`src/rtl/inv_mixcolumns_seq.sv`:
```
// Iterative AES InvMixColumns engine: one 128-bit state in over a valid/ready
// handshake, one 32-bit column transformed per cycle, result returned over a
// second valid/ready handshake.
// Optional build macro INV_MC_FWD_EN adds a 'fwd' input that selects the
// forward MixColumns matrix for the captured state.
module inv_mixcolumns_seq #(
  parameter int unsigned NCOLS = 4
) (
  input  logic                   clk,
  input  logic                   rst_n,
  input  logic                   in_valid,
  output logic                   in_ready,
  input  logic [32*NCOLS-1:0]    in_state,
  output logic                   out_valid,
  input  logic                   out_ready,
  output logic [32*NCOLS-1:0]    out_state,
  output logic                   busy
`ifdef INV_MC_FWD_EN
  ,
  input  logic                   fwd
`endif
);

  localparam int unsigned COL_W   = 32;
  localparam int unsigned STATE_W = COL_W * NCOLS;
  localparam int unsigned CNT_W   = $clog2(NCOLS);

  typedef enum logic [1:0] {
    S_IDLE = 2'd0,
    S_BUSY = 2'd1,
    S_DONE = 2'd2
  } state_e;

  state_e             state_q, state_d;
  logic [CNT_W-1:0]   cnt_q, cnt_d;
  logic [STATE_W-1:0] work_q, work_d;
  logic               in_ready_q, in_ready_d;
  logic               out_valid_q, out_valid_d;
  logic               busy_q, busy_d;
  logic [COL_W-1:0]   col_in;
  logic [COL_W-1:0]   col_out;
`ifdef INV_MC_FWD_EN
  logic               fwd_q, fwd_d;
`endif

  // GF(2^8) multiply by x, reduced modulo x^8 + x^4 + x^3 + x + 1
  function automatic logic [7:0] xt(input logic [7:0] b);
    xt = {b[6:0], 1'b0} ^ (b[7] ? 8'h1b : 8'h00);
  endfunction

  // Products of one byte with the inverse coefficients, packed {0e, 0b, 0d, 09}
  function automatic logic [31:0] inv_terms(input logic [7:0] a);
    logic [7:0] x2, x4, x8;
    x2 = xt(a);
    x4 = xt(x2);
    x8 = xt(x4);
    inv_terms = {x8 ^ x4 ^ x2, x8 ^ x2 ^ a, x8 ^ x4 ^ a, x8 ^ a};
  endfunction

  // Inverse column transform; byte 0 of the column sits in the MSBs
  function automatic logic [31:0] col_inv(input logic [31:0] c);
    logic [31:0] t0, t1, t2, t3;
    t0 = inv_terms(c[31:24]);
    t1 = inv_terms(c[23:16]);
    t2 = inv_terms(c[15:8]);
    t3 = inv_terms(c[7:0]);
    // each tN is {e, b, d, 9} for input byte N
    col_inv[31:24] = t0[31:24] ^ t1[23:16] ^ t2[15:8]  ^ t3[7:0];
    col_inv[23:16] = t0[7:0]   ^ t1[31:24] ^ t2[23:16] ^ t3[15:8];
    col_inv[15:8]  = t0[15:8]  ^ t1[7:0]   ^ t2[31:24] ^ t3[23:16];
    col_inv[7:0]   = t0[23:16] ^ t1[15:8]  ^ t2[7:0]   ^ t3[31:24];
  endfunction

`ifdef INV_MC_FWD_EN
  // Forward column transform, circulant {02 03 01 01}
  function automatic logic [31:0] col_fwd(input logic [31:0] c);
    logic [7:0] a0, a1, a2, a3;
    a0 = c[31:24];
    a1 = c[23:16];
    a2 = c[15:8];
    a3 = c[7:0];
    col_fwd[31:24] = xt(a0) ^ xt(a1) ^ a1 ^ a2 ^ a3;
    col_fwd[23:16] = a0 ^ xt(a1) ^ xt(a2) ^ a2 ^ a3;
    col_fwd[15:8]  = a0 ^ a1 ^ xt(a2) ^ xt(a3) ^ a3;
    col_fwd[7:0]   = xt(a0) ^ a0 ^ a1 ^ a2 ^ xt(a3);
  endfunction
`endif

  // Select the column addressed by the counter
  always_comb begin
    col_in = work_q[STATE_W-1 -: COL_W];
    case (cnt_q)
      CNT_W'(1): col_in = work_q[STATE_W-1-COL_W   -: COL_W];
      CNT_W'(2): col_in = work_q[STATE_W-1-2*COL_W -: COL_W];
      CNT_W'(3): col_in = work_q[STATE_W-1-3*COL_W -: COL_W];
      default:   col_in = work_q[STATE_W-1 -: COL_W];
    endcase
  end

  // Single shared column unit
`ifdef INV_MC_FWD_EN
  always_comb begin
    col_out = fwd_q ? col_fwd(col_in) : col_inv(col_in);
  end
`else
  always_comb begin
    col_out = col_inv(col_in);
  end
`endif

  // State, counter, work register and registered handshake outputs
  always_ff @(posedge clk or negedge rst_n) begin
    if (!rst_n) begin
      state_q     <= S_IDLE;
      cnt_q       <= '0;
      work_q      <= '0;
      in_ready_q  <= 1'b1;
      out_valid_q <= 1'b0;
      busy_q      <= 1'b0;
`ifdef INV_MC_FWD_EN
      fwd_q       <= 1'b0;
`endif
    end else begin
      state_q     <= state_d;
      cnt_q       <= cnt_d;
      work_q      <= work_d;
      in_ready_q  <= in_ready_d;
      out_valid_q <= out_valid_d;
      busy_q      <= busy_d;
`ifdef INV_MC_FWD_EN
      fwd_q       <= fwd_d;
`endif
    end
  end

  // Next-state logic; flag outputs are decoded from the next state so they
  // are registered and carry no path from in_valid or out_ready
  always_comb begin
    state_d = state_q;
    cnt_d   = cnt_q;
    work_d  = work_q;
`ifdef INV_MC_FWD_EN
    fwd_d   = fwd_q;
`endif

    case (state_q)
      S_IDLE: begin
        if (in_valid) begin
          work_d  = in_state;
          cnt_d   = '0;
          state_d = S_BUSY;
`ifdef INV_MC_FWD_EN
          fwd_d   = fwd;
`endif
        end
      end
      S_BUSY: begin
        case (cnt_q)
          CNT_W'(1): work_d[STATE_W-1-COL_W   -: COL_W] = col_out;
          CNT_W'(2): work_d[STATE_W-1-2*COL_W -: COL_W] = col_out;
          CNT_W'(3): work_d[STATE_W-1-3*COL_W -: COL_W] = col_out;
          default:   work_d[STATE_W-1 -: COL_W]         = col_out;
        endcase
        cnt_d = cnt_q + CNT_W'(1);
        if (cnt_q == CNT_W'(NCOLS - 1)) begin
          state_d = S_DONE;
        end
      end
      S_DONE: begin
        if (out_ready) begin
          state_d = S_IDLE;
        end
      end
      default: begin
        state_d = S_IDLE;
      end
    endcase

    in_ready_d  = (state_d == S_IDLE);
    out_valid_d = (state_d == S_DONE);
    busy_d      = (state_d == S_BUSY) || (state_d == S_DONE);
  end

  assign in_ready  = in_ready_q;
  assign out_valid = out_valid_q;
  assign busy      = busy_q;
  assign out_state = work_q;

endmodule

```
`config.mk`:
```
export PLATFORM = sky130hd
export DESIGN_NAME = inv_mixcolumns_seq
export DESIGN_NICKNAME = d
export VERILOG_FILES = /design/src/rtl/inv_mixcolumns_seq.sv
export SDC_FILE = /design/constraint.sdc
export NUM_CORES = 1
export LEC_CHECK = 0
export CORE_ASPECT_RATIO = 2
export CORE_MARGIN = 2
export CORE_UTILIZATION = 30
export CTS_CLUSTER_SIZE = 12
export DETAILED_ROUTE_END_ITERATION = 8
export GPL_TIMING_DRIVEN = 0
export MAX_ROUTING_LAYER = met4
export PLACE_DENSITY = 0.63
export SLEW_MARGIN = 20
export SYNTH_ARGS = -nofsm -noshare
export SYNTH_HDL_FRONTEND = slang
export SYNTH_SLANG_ARGS = --single-unit
```
`constraint.sdc`:
```
create_clock -name clk -period 3.9 [get_ports clk]
set_clock_uncertainty 0.05 [all_clocks]
set_input_delay 1.17 -clock clk [delete_from_list [all_inputs] [get_ports clk]]
set_output_delay 1.17 -clock clk [all_outputs]
set_load 0.1 [all_outputs]
```
* After elaboration in Yosys (flattened, before gate mapping)
Cells that the tools add are included.
** Storage, ports and cells
- Bits in registers :: 135
- Bits in latches :: 0
- Bits in writable memories :: 0
- ROM bits :: 0
- Output and inout port bits :: 131
- Word-level logic and storage cells :: 105
- Memories :: 0
** Operators by class
- Add/subtract/negate cells :: 1
- $mul :: 0
- Div/mod/pow operators :: 0
- $lt $le $gt $ge :: 0
- Equality and inequality tests :: 12
- Shift operators :: 0
- Multiplexer cells :: 25
- Bitwise gates (word level) :: 48
- Reductions and logical operators :: 10
** Operators by type and width (count)
- $xor 8x8->8 :: 36
- $pmux 128 s2 :: 1
- $mux 128 :: 1
- $mux 32 :: 4
- $pmux 32 s3 :: 1
- $xor 8x5->8 :: 12
- $mux 5 :: 12
- $reduce_and 3->1 :: 4
- $eq 2x2->1 const B :: 4
- $mux 2 :: 4
- $eq 2x1->1 const B :: 3
- $ne 2x2->1 const B :: 3
- $pmux 2 s3 :: 1
- $logic_not 2->1 :: 2
- $ne 2x1->1 const B :: 2
- $pmux 2 s2 :: 1
- $reduce_or 3->1 :: 1
- $add 2x1->2 const B :: 1
- $reduce_and 2->1 :: 1
- $reduce_bool 2->1 :: 1
- $logic_or 1x1->1 :: 1

* Logic depth before layout (Yosys ltp)
- Depth in word-level cells :: 15
- Mapped depth :: 14
- Gate-level depth less buffers :: 10

* Worst setup path before layout
OpenSTA, ideal clock, no wires.
- Path type :: register to register
- Start point :: register work_q[15] (netlist: out_state[15])
- End point :: register work_q[61] (netlist: out_state[61])
- Library setup time :: 0.071 ns
- Arrival time :: 3.582 ns
- Required time :: 3.779 ns
- Slack :: 0.197 ns
- Stages on the path, launching flop included :: 8
- Path buffers :: 0
- Clock period less this slack :: 3.703 ns
- Path through :: dfrtp_1 a222oi_1 a21oi_1 xnor2_2 xor3_2 xnor3_1 or4_1 nand3_1
** Between the ends
- Longest elaborated chain between the ends :: 11
** RTL lines
- start, declared :: RTL line 36 : logic [STATE_W-1:0] work_q, work_d;
- start signal, assigned :: RTL line 126 : work_q <= work_d;
- $pmux 32 s3 * :: RTL line 92 : case (cnt_q)
- $mux 5 * :: RTL line 48 : xt = {b[6:0], 1'b0} ^ (b[7] ? 8'h1b : 8'h00);
- $xor 8x5->8 * (2 in a row) :: RTL line 48
- $xor 8x5->8 :: RTL line 48
- $xor 8x8->8 * (2 in a row) :: RTL line 57 : inv_terms = {x8 ^ x4 ^ x2, x8 ^ x2 ^ a, x8 ^ x4 ^ a, x8 ^ a};
- $xor 8x8->8 * (2 in a row) :: RTL line 68 : col_inv[31:24] = t0[31:24] ^ t1[23:16] ^ t2[15:8] ^ t3[7:0];
- $mux 32 * :: RTL line 158 : case (cnt_q)
- $pmux 128 s2 * :: RTL line 146 : case (state_q)
Every way passes the cells marked *; elsewhere a longest branch is shown, timed or not. The select of a mux whose other input is x is not followed.
A chain may end at the register's enable or synchronous reset.

* Worst setup path in the final report
- Start point :: register cnt_q[0]
- End point :: register work_q[13] (netlist: out_state[13])
** Between the ends
- Longest elaborated chain between the ends :: 13
- Elaborated cells between the ends (all ways) :: 38
- Classes of those cells :: eq/ne: 4; mux: 11; bitwise: 22; reduce/logical: 1
** RTL lines
- start, declared :: RTL line 35 : logic [CNT_W-1:0] cnt_q, cnt_d;
- start signal, assigned :: RTL line 125 : cnt_q <= cnt_d;
- $eq 2x2->1 (tied with other cells) :: RTL line 92, 158
- $pmux 32 s3 :: RTL line 92
- $mux 5 or $xor 8x5->8 (tied branches) :: RTL line 48
- $xor 8x5->8 or $mux 5 (tied branches) :: RTL line 48
- $xor 8x5->8 (2 in a row) :: RTL line 48
- $xor 8x8->8 (2 in a row) :: RTL line 57
- $xor 8x8->8 (3 in a row) :: RTL line 70 : col_inv[15:8] = t0[15:8] ^ t1[7:0] ^ t2[31:24] ^ t3[23:16];
- $mux 32 :: RTL line 158
- $pmux 128 s2 :: RTL line 146
Parallel ways exist; a longest one is shown, timed or not. The select of a mux whose other input is x is not followed.

==> impl_metrics.json <==
{
  "status": "finished, violations left",
  "violations": "negative setup slack",
  "synth_ff_type": "dfrtp_1",
  "crit_arrival_ns": 4.27,
  "hold_path.class": "reg -> reg",
  "gp_congestion": 0.987,
  "synth_cell_types": 50,
  "synth_edf_count": 0,
  "area_growth_pct": 52.6,
  "vias": 10200,
  "syn-cell-area_mm2": 0.00933,
  "cts.path.max_buffers": 2,
  "postRouteAntennaNets": 0,
  "fmax_ghz": 0.256,
  "stdcell_area_mm2": 0.0142,
  "grt_max_degree": 82,
  "timing.final.crit_period_ns": 3.91,
  "cap_violations": 0,
  "tightestPinTransition_ns": 1.10,
  "clkLatencyLatePin_ns": 0.48,
  "hold_viol_final": 0,
  "grt_use_total_pct": 31.4,
  "utilization_pct": 46.3,
  "clockRootBuffer": "clkbuf_16",
  "cts_sinks": 135,
  "setup_violations": 1,
  "synth_most_common_cell": "dfrtp_1",
  "layout.cells.non_filler": 1773,
  "port_buffers": 262,
  "crit_fanout": 10,
  "finalWorstSetupSlack_ns": -0.00946,
  "ys_seq_area_share_pct": 36.2,
  "grt_overflow": 0,
  "fp.dieH_um": 253,
  "slew_violations": 0,
  "hpwl_um": 38200,
  "drtIter0Drc": 855,
  "antenna_found_initial": 0,
  "synthTopCellsByCount": "dfrtp_1, nand2_1, xnor2_1",
  "fp.dieArea_mm2": 0.0326,
  "hold_ws_ns": 0.463,
  "place_inst": 1678,
  "cts_buffers": 17,
  "drtPass1Iterations": 6,
  "min_delay_path_depth": 2,
  "ff_latch_area_mm2": 0.00338,
  "wl_per_cell_um": 28.4,
  "multi_input_area_mm2": 0.00613,
  "synthTopCellsByArea": "dfrtp_1, xnor2_1, xnor3_1, nand2_1, a21oi_1",
  "start_util_pct": 30.4,
  "fin_nets": 1526,
  "grt_pass1_vias": 10300,
  "grt_pass1_wl_um": 69700,
  "dieWidth_um": 129,
  "r2r_cells": 14,
  "worstPathRequired_ns": 4.26,
  "ys_seq_elements": 135,
  "yosysWarnings": 0,
  "vias_per_cell": 5.73,
  "critPathKind": "reg -> reg",
  "start_kind": "register",
  "drive_gt1_share_pct": 15.1,
  "cts_tree": "yes",
  "drc": 0,
  "synth_top_cell_by_area": "dfrtp_1",
  "placed_cell_area_mm2": 0.0125,
  "slew_headroom_pct": 26.5,
  "synth_cells": 1042,
  "fillers": 3016,
  "io_pins": 263,
  "coreArea_mm2": 0.0307,
  "cts.clk_slew.worst_paths_ns": 0.07,
  "fin_crit_sh_pct": 100,
  "synth_top_area_share_pct": 35.9,
  "worstSetupEndpointType": "register",
  "async_reset_ff_share_pct": 100,
  "rsz0062_at_grt": "yes",
  "cts_htree_levels": 4,
  "synth_area_per_cell_um2": 8.96,
  "syn_nets": 1180,
  "num_antenna_cells": 0,
  "rows": 91,
  "wl_um": 50400
}
## final cells by class
| cell class | instances | area share (%) |
|---|---|---|
| Inverter | 13 | 0.378 |
| Tap cell | 372 | 3.27 |
| Timing Repair Buffer | 328 | 22.5 |
| Clock buffer | 18 | 3.08 |
| Clock inverter | 14 | 0.967 |
| Multi-Input combinational cell | 821 | 43.1 |
| Buffer | 72 | 3.01 |
| Sequential cell | 135 | 23.7 |
## path summary, 6_finish.rpt
| kind | startpoint | end | slack (ns) |
|---|---|---|---|
| worst max-delay path | cnt_q[0]$_DFFE_PN0P_ | out_state[13]$_DFFE_PN0P_ | -0.009 |
| worst min-delay path | out_state[18]$_DFFE_PN0P_ | out_state[18]$_DFFE_PN0P_ | 0.46 |
| worst max register to register | cnt_q[0]$_DFFE_PN0P_ | out_state[13]$_DFFE_PN0P_ | -0.009 |
| worst min register to register | out_state[18]$_DFFE_PN0P_ | out_state[18]$_DFFE_PN0P_ | 0.46 |
| max in group asynchronous | rst_n | out_state[23]$_DFFE_PN0P_ | 2.43 |
| min in group asynchronous | rst_n | out_state[58]$_DFFE_PN0P_ | 0.56 |
## per-layer routing
metal	wire length [um]	part of all wire [%]	GRT usage, %
met5	0	0	-
met4	4690	9.3	23.4
met3	3120	6.2	4.35
met2	26600	53	55.4
met1	16000	32	30.5
## what timing repair did
| item | CTS | global route |
|---|---|---|
| pin swaps | 25 | 17 |
| setup endpoints to repair | 128 | 105 |
| resized for setup | 91 | 69 |
| hold buffers | 0 | 0 |
| setup buffers | 33 | 29 |
| cloned | 0 | 3 |
## cell usage in the layout, fill, tap and decap left out, drive strengths merged, types with 12 or more instances in the layout
cell / instances
o31ai: 12
a222oi: 31
a31oi: 62
clkbuf: 72
nor2b: 19
buf: 85
o21ai: 44
mux2i: 14
nand3: 34
xor2: 41
nand2: 119
xnor2: 119
or3: 20
inv: 19
xnor3: 27
nand4: 15
nor2: 103
and3: 27
clkdlybuf4s50: 261
dfrtp: 134
a21oi: 80
## through the flow
step | TNS [ns] | setup slack, ns
2_1_floorplan | 0 | 0.197
3_3_place_gp | -648.96 | -3.98
3_5_place_dp | -118.15 | -1.45
4_1_cts | -0.0309 | -0.0196
5_1_grt | -0.492 | -0.0774
6_report | -0.00946 | -0.00946
## cell families (layout without fill, tap and decap cells)
group / after synthesis / after routing / share of synthesized area [%]
compound gates: 249 / 249 / 16.9
xor+xnor: 191 / 191 / 22.7
mux: 16 / 16 / 1.78
fa+ha+maj: 6 / 6 / 0.804
flops: 135 / 135 / 36.2
buf+inv: 86 / 445 / 3.81
simple gates: 359 / 359 / 17.8
## sequential cells by signal (all words and copies together) (netlist names)
signal	cells
out_state	128
cnt_q	2
state_q	2
busy	1
in_ready	1
out_valid	1
## worst max-delay path, cell delays in order (launching register included)
cell      delay (ns)
dfrtp_2         0.44
ha_2            0.20
buf_8           0.15
buf_12          0.16
a222oi_1        0.62
xor2_1          0.20
buf_4           0.18
mux2i_4         0.26
o211ai_1        0.18
buf_4           0.19
nand2_4         0.05
xnor3_2         0.51
buf_6           0.17
or3_1           0.37
nand3_1         0.07
Power is left out: the tool's default activity adds up to more than one toggle a clock period on the data nets, which glitch-free logic cannot reach.
